File: src/rtl/hazard_forwarding_ctrl.sv
// Hazard controller for the 5-stage RV32I core: shadows ID/EX, EX/MEM and MEM/WB destination info,
// drives EX operand forwarding selects and sequences load-use bubbles, dmem wait freezes and flushes.
module hazard_forwarding_ctrl #(
    parameter int REG_ADDR_W = 5,
    parameter int WAIT_MAX   = 15
) (
    input  logic                  clk,
    input  logic                  rst_n,
    input  logic                  id_valid,
    input  logic [REG_ADDR_W-1:0] id_rs1,
    input  logic [REG_ADDR_W-1:0] id_rs2,
    input  logic [REG_ADDR_W-1:0] id_rd,
    input  logic                  id_reg_write,
    input  logic                  id_mem_read,
    input  logic                  id_mem_access,
    input  logic                  ex_branch_taken,
    input  logic                  dmem_ready,
    output logic [1:0]            fwd_a_sel,
    output logic [1:0]            fwd_b_sel,
    output logic                  stall_pc,
    output logic                  stall_if_id,
    output logic                  freeze_ex_mem,
    output logic                  bubble_id_ex,
    output logic                  flush_if_id,
    output logic                  err_timeout
);

    // state      | meaning
    // RUN        | normal flow; hazards detected combinationally
    // LOAD_STALL | one cycle after a load-use bubble; blocks re-detection of the same load
    // MEM_WAIT   | EX/MEM access waiting on dmem_ready; ID/EX and EX/MEM frozen
    typedef enum logic [1:0] {
        ST_RUN        = 2'd0,
        ST_LOAD_STALL = 2'd1,
        ST_MEM_WAIT   = 2'd2
    } state_t;

    localparam int CNT_W = $clog2(WAIT_MAX + 1);

    typedef struct packed {
        logic                  valid;
        logic [REG_ADDR_W-1:0] rs1;
        logic [REG_ADDR_W-1:0] rs2;
        logic [REG_ADDR_W-1:0] rd;
        logic                  reg_write;
        logic                  mem_read;
        logic                  mem_access;
    } id_ex_t;

    // Later stages only need what forwarding and the wait detector look at.
    typedef struct packed {
        logic                  valid;
        logic [REG_ADDR_W-1:0] rd;
        logic                  reg_write;
        logic                  mem_access;
    } ex_mem_t;

    typedef struct packed {
        logic                  valid;
        logic [REG_ADDR_W-1:0] rd;
        logic                  reg_write;
    } mem_wb_t;

    state_t            state_q, state_d;
    id_ex_t            id_ex_q, id_ex_d;
    ex_mem_t           ex_mem_q, ex_mem_d;
    mem_wb_t           mem_wb_q, mem_wb_d;
    logic [CNT_W-1:0]  wait_cnt_q, wait_cnt_d;
    logic              err_q, err_d;
    logic              mem_wait_req;
    logic              load_use;

    function automatic logic fwd_hit(input logic                  valid,
                                     input logic                  reg_write,
                                     input logic [REG_ADDR_W-1:0] rd,
                                     input logic [REG_ADDR_W-1:0] rs);
        return valid && reg_write && (rd != '0) && (rd == rs);
    endfunction

    always_comb begin
        fwd_a_sel = 2'b00;
        fwd_b_sel = 2'b00;
        if (fwd_hit(ex_mem_q.valid, ex_mem_q.reg_write, ex_mem_q.rd, id_ex_q.rs1)) begin
            fwd_a_sel = 2'b10;
        end else if (fwd_hit(mem_wb_q.valid, mem_wb_q.reg_write, mem_wb_q.rd, id_ex_q.rs1)) begin
            fwd_a_sel = 2'b01;
        end
        if (fwd_hit(ex_mem_q.valid, ex_mem_q.reg_write, ex_mem_q.rd, id_ex_q.rs2)) begin
            fwd_b_sel = 2'b10;
        end else if (fwd_hit(mem_wb_q.valid, mem_wb_q.reg_write, mem_wb_q.rd, id_ex_q.rs2)) begin
            fwd_b_sel = 2'b01;
        end
    end

    always_comb begin
        mem_wait_req = ex_mem_q.valid && ex_mem_q.mem_access && !dmem_ready;
        load_use     = id_ex_q.valid && id_ex_q.mem_read && (id_ex_q.rd != '0) && id_valid &&
                       ((id_ex_q.rd == id_rs1) || (id_ex_q.rd == id_rs2));

        state_d       = state_q;
        wait_cnt_d    = wait_cnt_q;
        err_d         = err_q;
        stall_pc      = 1'b0;
        stall_if_id   = 1'b0;
        freeze_ex_mem = 1'b0;
        bubble_id_ex  = 1'b0;
        flush_if_id   = 1'b0;

        case (state_q)
            ST_MEM_WAIT: begin
                stall_pc      = 1'b1;
                stall_if_id   = 1'b1;
                freeze_ex_mem = 1'b1;
                if (dmem_ready) begin
                    state_d    = ST_RUN;
                    wait_cnt_d = '0;
                end else if (wait_cnt_q != CNT_W'(WAIT_MAX)) begin
                    wait_cnt_d = wait_cnt_q + CNT_W'(1);
                end
            end
            default: begin
                // The freeze starts in the detecting cycle so the access is held in MEM.
                if (mem_wait_req) begin
                    stall_pc      = 1'b1;
                    stall_if_id   = 1'b1;
                    freeze_ex_mem = 1'b1;
                    state_d       = ST_MEM_WAIT;
                    wait_cnt_d    = CNT_W'(1);
                end else if (ex_branch_taken) begin
                    flush_if_id  = 1'b1;
                    bubble_id_ex = 1'b1;
                    state_d      = ST_RUN;
                end else if ((state_q == ST_RUN) && load_use) begin
                    stall_pc     = 1'b1;
                    stall_if_id  = 1'b1;
                    bubble_id_ex = 1'b1;
                    state_d      = ST_LOAD_STALL;
                end else begin
                    state_d = ST_RUN;
                end
            end
        endcase

        if (wait_cnt_d == CNT_W'(WAIT_MAX)) begin
            err_d = 1'b1;
        end
        err_timeout = err_q;
    end

    always_comb begin
        id_ex_d  = id_ex_q;
        ex_mem_d = ex_mem_q;
        mem_wb_d = '0;
        if (!freeze_ex_mem) begin
            mem_wb_d = '{valid: ex_mem_q.valid, rd: ex_mem_q.rd, reg_write: ex_mem_q.reg_write};
            ex_mem_d = '{valid: id_ex_q.valid, rd: id_ex_q.rd, reg_write: id_ex_q.reg_write,
                         mem_access: id_ex_q.mem_access};
            if (bubble_id_ex) begin
                id_ex_d = '0;
            end else begin
                id_ex_d = '{valid: id_valid, rs1: id_rs1, rs2: id_rs2, rd: id_rd,
                            reg_write: id_reg_write, mem_read: id_mem_read,
                            mem_access: id_mem_access};
            end
        end
    end

    always_ff @(posedge clk or negedge rst_n) begin
        if (!rst_n) begin
            state_q    <= ST_RUN;
            id_ex_q    <= '0;
            ex_mem_q   <= '0;
            mem_wb_q   <= '0;
            wait_cnt_q <= '0;
            err_q      <= 1'b0;
        end else begin
            state_q    <= state_d;
            id_ex_q    <= id_ex_d;
            ex_mem_q   <= ex_mem_d;
            mem_wb_q   <= mem_wb_d;
            wait_cnt_q <= wait_cnt_d;
            err_q      <= err_d;
        end
    end

endmodule

File: config.mk
export PLATFORM = sky130hd
export DESIGN_NAME = hazard_forwarding_ctrl
export DESIGN_NICKNAME = d
export VERILOG_FILES = /design/src/rtl/hazard_forwarding_ctrl.sv
export SDC_FILE = /design/constraint.sdc
export NUM_CORES = 1
export LEC_CHECK = 0
export ABC_AREA = 1
export CELL_PAD_IN_SITES_DETAIL_PLACEMENT = 1
export CELL_PAD_IN_SITES_GLOBAL_PLACEMENT = 1
export CORE_ASPECT_RATIO = 0.7
export CORE_MARGIN = 2
export CORE_UTILIZATION = 43
export CTS_CLUSTER_SIZE = 40
export DETAILED_ROUTE_END_ITERATION = 6
export PLACE_DENSITY_LB_ADDON = 0.1
export SLEW_MARGIN = 15
export SYNTH_ARGS = -nofsm -noshare
export SYNTH_HDL_FRONTEND = slang
export SYNTH_SLANG_ARGS = --single-unit
File: constraint.sdc
create_clock -name clk -period 2.1 [get_ports clk]
set_clock_uncertainty 0.05 [all_clocks]
set_input_delay 0.315 -clock clk [delete_from_list [all_inputs] [get_ports clk]]
set_output_delay 0.315 -clock clk [all_outputs]
set_load 0.05 [all_outputs]
# [Word level (Yosys, flattened, before mapping)]
# Index checks and enable logic that the tools add are counted.
[word_totals] ff_bits=41
[classes] n_addsub=1 n_eq_ne=10 muxes=27 reduce_logical=21
[ops] operator="equality test 5 bit" n=6
[ops] operator="two-way mux 19 bit" n=1
[ops] operator="two-way mux 1 bit" n=16
[ops] operator="two-way mux 4 bit" n=4
[ops] operator="logical AND 1 bit" n=15
[ops] operator="nonzero test 5 bit" n=3
[ops] operator="two-way mux 2 bit" n=5
[ops] operator="two-way mux 7 bit" n=1
[ops] operator="adder 4 x 1 -> 4 bit (second input constant)" n=1
[ops] operator="equality test 4 bit (second input constant)" n=1
[ops] operator="!= test 4 bit (second input constant)" n=1
[ops] operator="equality test 2 bit (second input constant)" n=1
[ops] operator="logical NOT 2 bit" n=1
[ops] operator="!= test 2 bit (second input constant)" n=1
[ops] operator="logical NOT 1 bit" n=1
[ops] operator="logical OR 1 bit" n=1

# [Depth between registers and ports, before layout]
[depth] depth_word=10 mapped_depth=10 ltp_nobuf=10

# [Worst setup path after synthesis]
# No wires, ideal clock.
[synth_timing] path_type="reg2out" start="register id_ex_q[3] (netlist name)" end="output port stall_pc" t_arrival_ns=2.373 setup_slack_ns=-0.638 path_stages_with_launch=9 path_buffers=1 cell_sequence="dfrtp_1 -> nor2_1 -> nor2_1 -> nor2_1 -> nand3_1 -> nand2_1 -> nand2_2 -> o21ai_0 -> buf_4"
[synth_between] elab_chain_len=9 word_cells_on_any_way=12 cone_classes="2 x eq/ne; 4 x mux; 6 x reduce/logical"
[synth_rtl] item="start: declaration" line="65" text="id_ex_t id_ex_q, id_ex_d;"
[synth_rtl] item="start signal: assignment" line="178" text="id_ex_q <= id_ex_d;"
[synth_rtl] item="nonzero test 5 bit" line="97" text="load_use = id_ex_q.valid && id_ex_q.mem_read && (id_ex_q.rd != '0) && id_valid &&"
[synth_rtl] item="logical AND 1 bit (2 in series)" line="97"
[synth_rtl] item="logical AND 1 bit *" line="97"
[synth_rtl] item="logical AND 1 bit *" line="133" text="end else if ((state_q == ST_RUN) && load_use) begin"
[synth_rtl] item="two-way mux 1 bit * (4 in series)"
[synth_rtl] item="end: declaration" line="20" text="output logic stall_pc,"
# Every way passes the cells marked *; elsewhere a longest branch is shown, timed or not.

# [Worst setup path after layout]
[layout_timing] start="register mem_wb_q[1] (netlist name)" end="output port fwd_b_sel[0]"
[layout_between] elab_chain_len=5 word_cells_on_any_way=6 cone_classes="1 x eq/ne; 2 x mux; 3 x reduce/logical"
[layout_rtl] item="start: declaration" line="67" text="mem_wb_t mem_wb_q, mem_wb_d;"
[layout_rtl] item="start signal: assignment" line="180" text="mem_wb_q <= mem_wb_d;"
[layout_rtl] item="nonzero test 5 bit" line="77" text="return valid && reg_write && (rd != '0) && (rd == rs);"
[layout_rtl] item="logical AND 1 bit" line="77"
[layout_rtl] item="logical AND 1 bit *" line="77"
[layout_rtl] item="two-way mux 1 bit *" line="90" text="end else if (fwd_hit(mem_wb_q.valid, mem_wb_q.reg_write, mem_wb_q.rd, id_ex_q.rs2)) begin"
[layout_rtl] item="two-way mux 2 bit *" line="88" text="if (fwd_hit(ex_mem_q.valid, ex_mem_q.reg_write, ex_mem_q.rd, id_ex_q.rs2)) begin"
[layout_rtl] item="end: declaration" line="19" text="output logic [1:0] fwd_b_sel,"
# Marks and branches as above.

==> out/summary.log <==
INFO  status         outcome=finished clean
INFO  floorplanning  floorplan.io_pins=33
INFO  final_layout   syn2layout_area_growth=31.8%
INFO  placement      dpl.cell_count=429
INFO  clocking       skew_pair_late_insertion_delay=290ps
INFO  synthesis      synth.lib_cells_used.distinct=25
INFO  drt            avgRoutedWirePerCell=14.8um
INFO  pwr            comb_power_share=36.5%
INFO  clocking       cts_tree=done
INFO  global_routing pin_count_of_the_biggest_net_entering_global_routing=41
INFO  timing         final_min_period_over_clock_period=97.5%
INFO  final_layout   antenna-diode-count=0
INFO  pwr            power_per_cell_area=888nW/um2
INFO  setup_path     cp_data_arrival_time=1680ps
INFO  timing         drv_slew=0
INFO  worst_hold_path worst_hold_path_type=primary input to async pin
INFO  timing         report.final.hold_viol_count=0
INFO  setup_path     r2r_start=wait_cnt_q[0]
INFO  setup_path     worst-path-max-fanout=3
INFO  placement      place_hpwl=4.91mm
INFO  synthesis      ys_warn_count=0
INFO  floorplanning  die_area=6090um2
INFO  run            cap_violations=0
INFO  drt            dr_pass1_iterations=4
INFO  clocking       cts_buffers=5
INFO  pwr            cell_internal_pwr=1680uW
INFO  synthesis      synthTopCellsByArea=dfrtp_1 44%, nand2_1 15%, inv_1 7.3%, nor2_1 7.2%, nand3_1 6.2%
INFO  synthesis      number_of_nets_produced_by_synthesis=343
INFO  placement      gpl.final_weighted_congestion=0.794
INFO  global_routing first_global_vias=2213
INFO  final_layout   mostFrequentLayoutCell=nand2_1
INFO  clocking       cts_max_path_buffers=2
INFO  setup_path     worstSetupPathType=flop to output pin
INFO  timing         relSlewSlack=65.2%
INFO  timing         fin_tns_setup=0ps
INFO  final_layout   final_design_utilization=59.0%
INFO  timing         rsz0062_at_grt=yes
INFO  global_routing grt_pass1_wl=11.1mm
INFO  final_layout   layout.filler_cells=657
INFO  timing         setup_viol=0
INFO  timing         timing_worst_slew_pin_value=522ps
INFO  final_layout   layoutNonFillerInstCount=444
INFO  pwr            irDropWorstVdd=358uV
INFO  synthesis      seq_area_frac_synth=43.6%
INFO  timing         fmax=488MHz
INFO  floorplanning  fp-row-count=22
INFO  pwr            power_frac_seq=42.2%
INFO  floorplanning  core-area=5260um2
INFO  synthesis      ys_seq_elements=41
INFO  synthesis      synth_largest_area_cell=dfrtp_1
INFO  pwr            power.clock.fraction=21.3%
INFO  pwr            static-leakage-power=0.00166uW
INFO  global_routing grt-ovfl-total=0
INFO  final_layout   mostFrequentLayoutCells=88 x nand2_1, 44 x inv_1, 42 x nor2_1
INFO  setup_path     critPathCaptureType=output pin
INFO  drt            detail_route.vias_per_cell=4.89
INFO  clocking       clkSlewWorstSetupHoldPaths=90ps
INFO  floorplanning  floorplan.die.width=92.5um
INFO  drt            drt_iter0_markers=113
INFO  pwr            power_switching_share=38.9%
INFO  pwr            design_power_total=2750uW
INFO  timing         final_period_minus_worst_setup_slack=2050ps
INFO  drt            residual_drc_count=0
INFO  setup_path     setup.worst_path.start=mem_wb_q[1]
INFO  global_routing overall_routing_resource_usage=23.7%
INFO  final_layout   layout.nets=395
INFO  synthesis      synth_top_area_share=43.6%
INFO  drt            drt.antenna.violating_nets=0
INFO  setup_path     cp_data_required_time=1740ps
INFO  floorplanning  fp.dieH=65.9um
INFO  drt            wl=6.57mm
INFO  placement      place.port_buffers=32
INFO  drt            route.vias.total=2171
INFO  clocking       depth_of_the_cts_h_tree=2
INFO  final_layout   drive_above_1_share=17.5%
INFO  setup_path     start_kind=flop
INFO  pwr            power_switching=1070uW
INFO  clocking       cts_root_buf=clkbuf_8
INFO  global_routing antenna_found_initial=0
INFO  clocking       clock_sink_count=41
INFO  floorplanning  initial_core_util=44.8%
INFO  synthesis      syn-instance-count=319
INFO  synthesis      syn_area_per_cell=7.38um2
INFO  synthesis      synth.cell_area=2350um2
cells in the mapped netlist:
library cell,instances
a21oi_1,1
a21oi_4,1
buf_1,1
buf_2,2
buf_4,3
buf_6,2
clkbuf_8,2
dfrtp_1,41
dlygate4sd1_1,1
ha_1,1
inv_1,46
inv_2,4
nand2_1,91
nand2_2,2
nand3_1,29
nand3_2,1
nand4_1,6
nor2_1,45
nor3_1,7
nor3_4,1
o21ai_0,8
o21ai_1,1
o21bai_1,1
xnor2_1,14
xor2_1,8
flip-flops by register name (all words and copies together) (netlist names):
signal       count
ex_mem_q         8
wait_cnt_q       4
err_timeout      1
state_q          2
id_ex_q         19
mem_wb_q         7
power groups by stage:
stage	Combinational (uW)	Clock [uW]	Sequential [uW]
floorplan	658	0	1110
global placement	916	0	1160
detailed placement	962	0	1170
CTS	982	597	1160
global route	1130	638	1190
finish	1000	586	1160
layer usage:
metal | routed length [um] | GRT usage [%]
met1 | 3240 | 33.5
met2 | 3110 | 38.6
met3 | 149 | 3.53
met4 | 71 | 6.16
met5 | 0 | 0
repair_timing:
| action | in CTS | in global routing |
|---|---|---|
| endpoints found under the setup margin | 4 | 5 |
| resized for setup | 13 | 11 |
| hold buffers | 1 | 0 |
| hold endpoints to repair | 1 | 0 |
| pin swaps | 8 | 10 |
| setup buffers | 1 | 5 |
per-stage QoR:
stage	worst slack (ps)	area, um2	hold slack (ps)
final	51.9	3100	314
after CTS	1.25	3040	296
after detailed placement	-76.6	2900	53.8
after floorplan	-75.7	2370	-30.6
after global routing	-48.3	3100	291
after global placement	-62.2	2900	45.6
worst max-delay path, stage by stage, from the launching register on:
cell	delay [ps]
dfrtp_1	420
xor2_1	180
nor3_1	280
nand4_1	130
nor2_1	220
buf_12	170
cell type report:
type	instances	area (um2)	share of cell area [%]
multi-input cells	217	1100	35.6
flip-flops and latches	41	1030	33.2
repair buffers	56	586	18.9
inverters	50	188	6.05
clock buffers	7	96.3	3.10
well taps	72	90.1	2.90
clock inverters	1	8.76	0.282
worst paths after layout:
kind,to,slack [ps],cells past startpoint
setup / recovery,fwd_b_sel[0],50,5
hold / removal,err_timeout,310,2
setup reg to reg,err_timeout,360,9
hold reg to reg,id_ex_q[1],450,2
max in group asynchronous,id_ex_q[6],970,3
min in group clk,id_ex_q[8],410,5
cells by family (layout without fill, tap and decap cells):
family / count (synthesis) / after routing / share of synthesized area (%)
AO/OA/AOI/OAI: 12 / 12 / 3.13
adder cells (fa/ha/maj): 1 / 1 / 0.531
AND/OR/NAND/NOR: 182 / 182 / 32.6
buffers and inverters: 61 / 114 / 12.0
flip-flops: 41 / 41 / 43.6
XOR/XNOR: 22 / 22 / 8.18
Note: power is estimated with default switching activity, not from simulation.
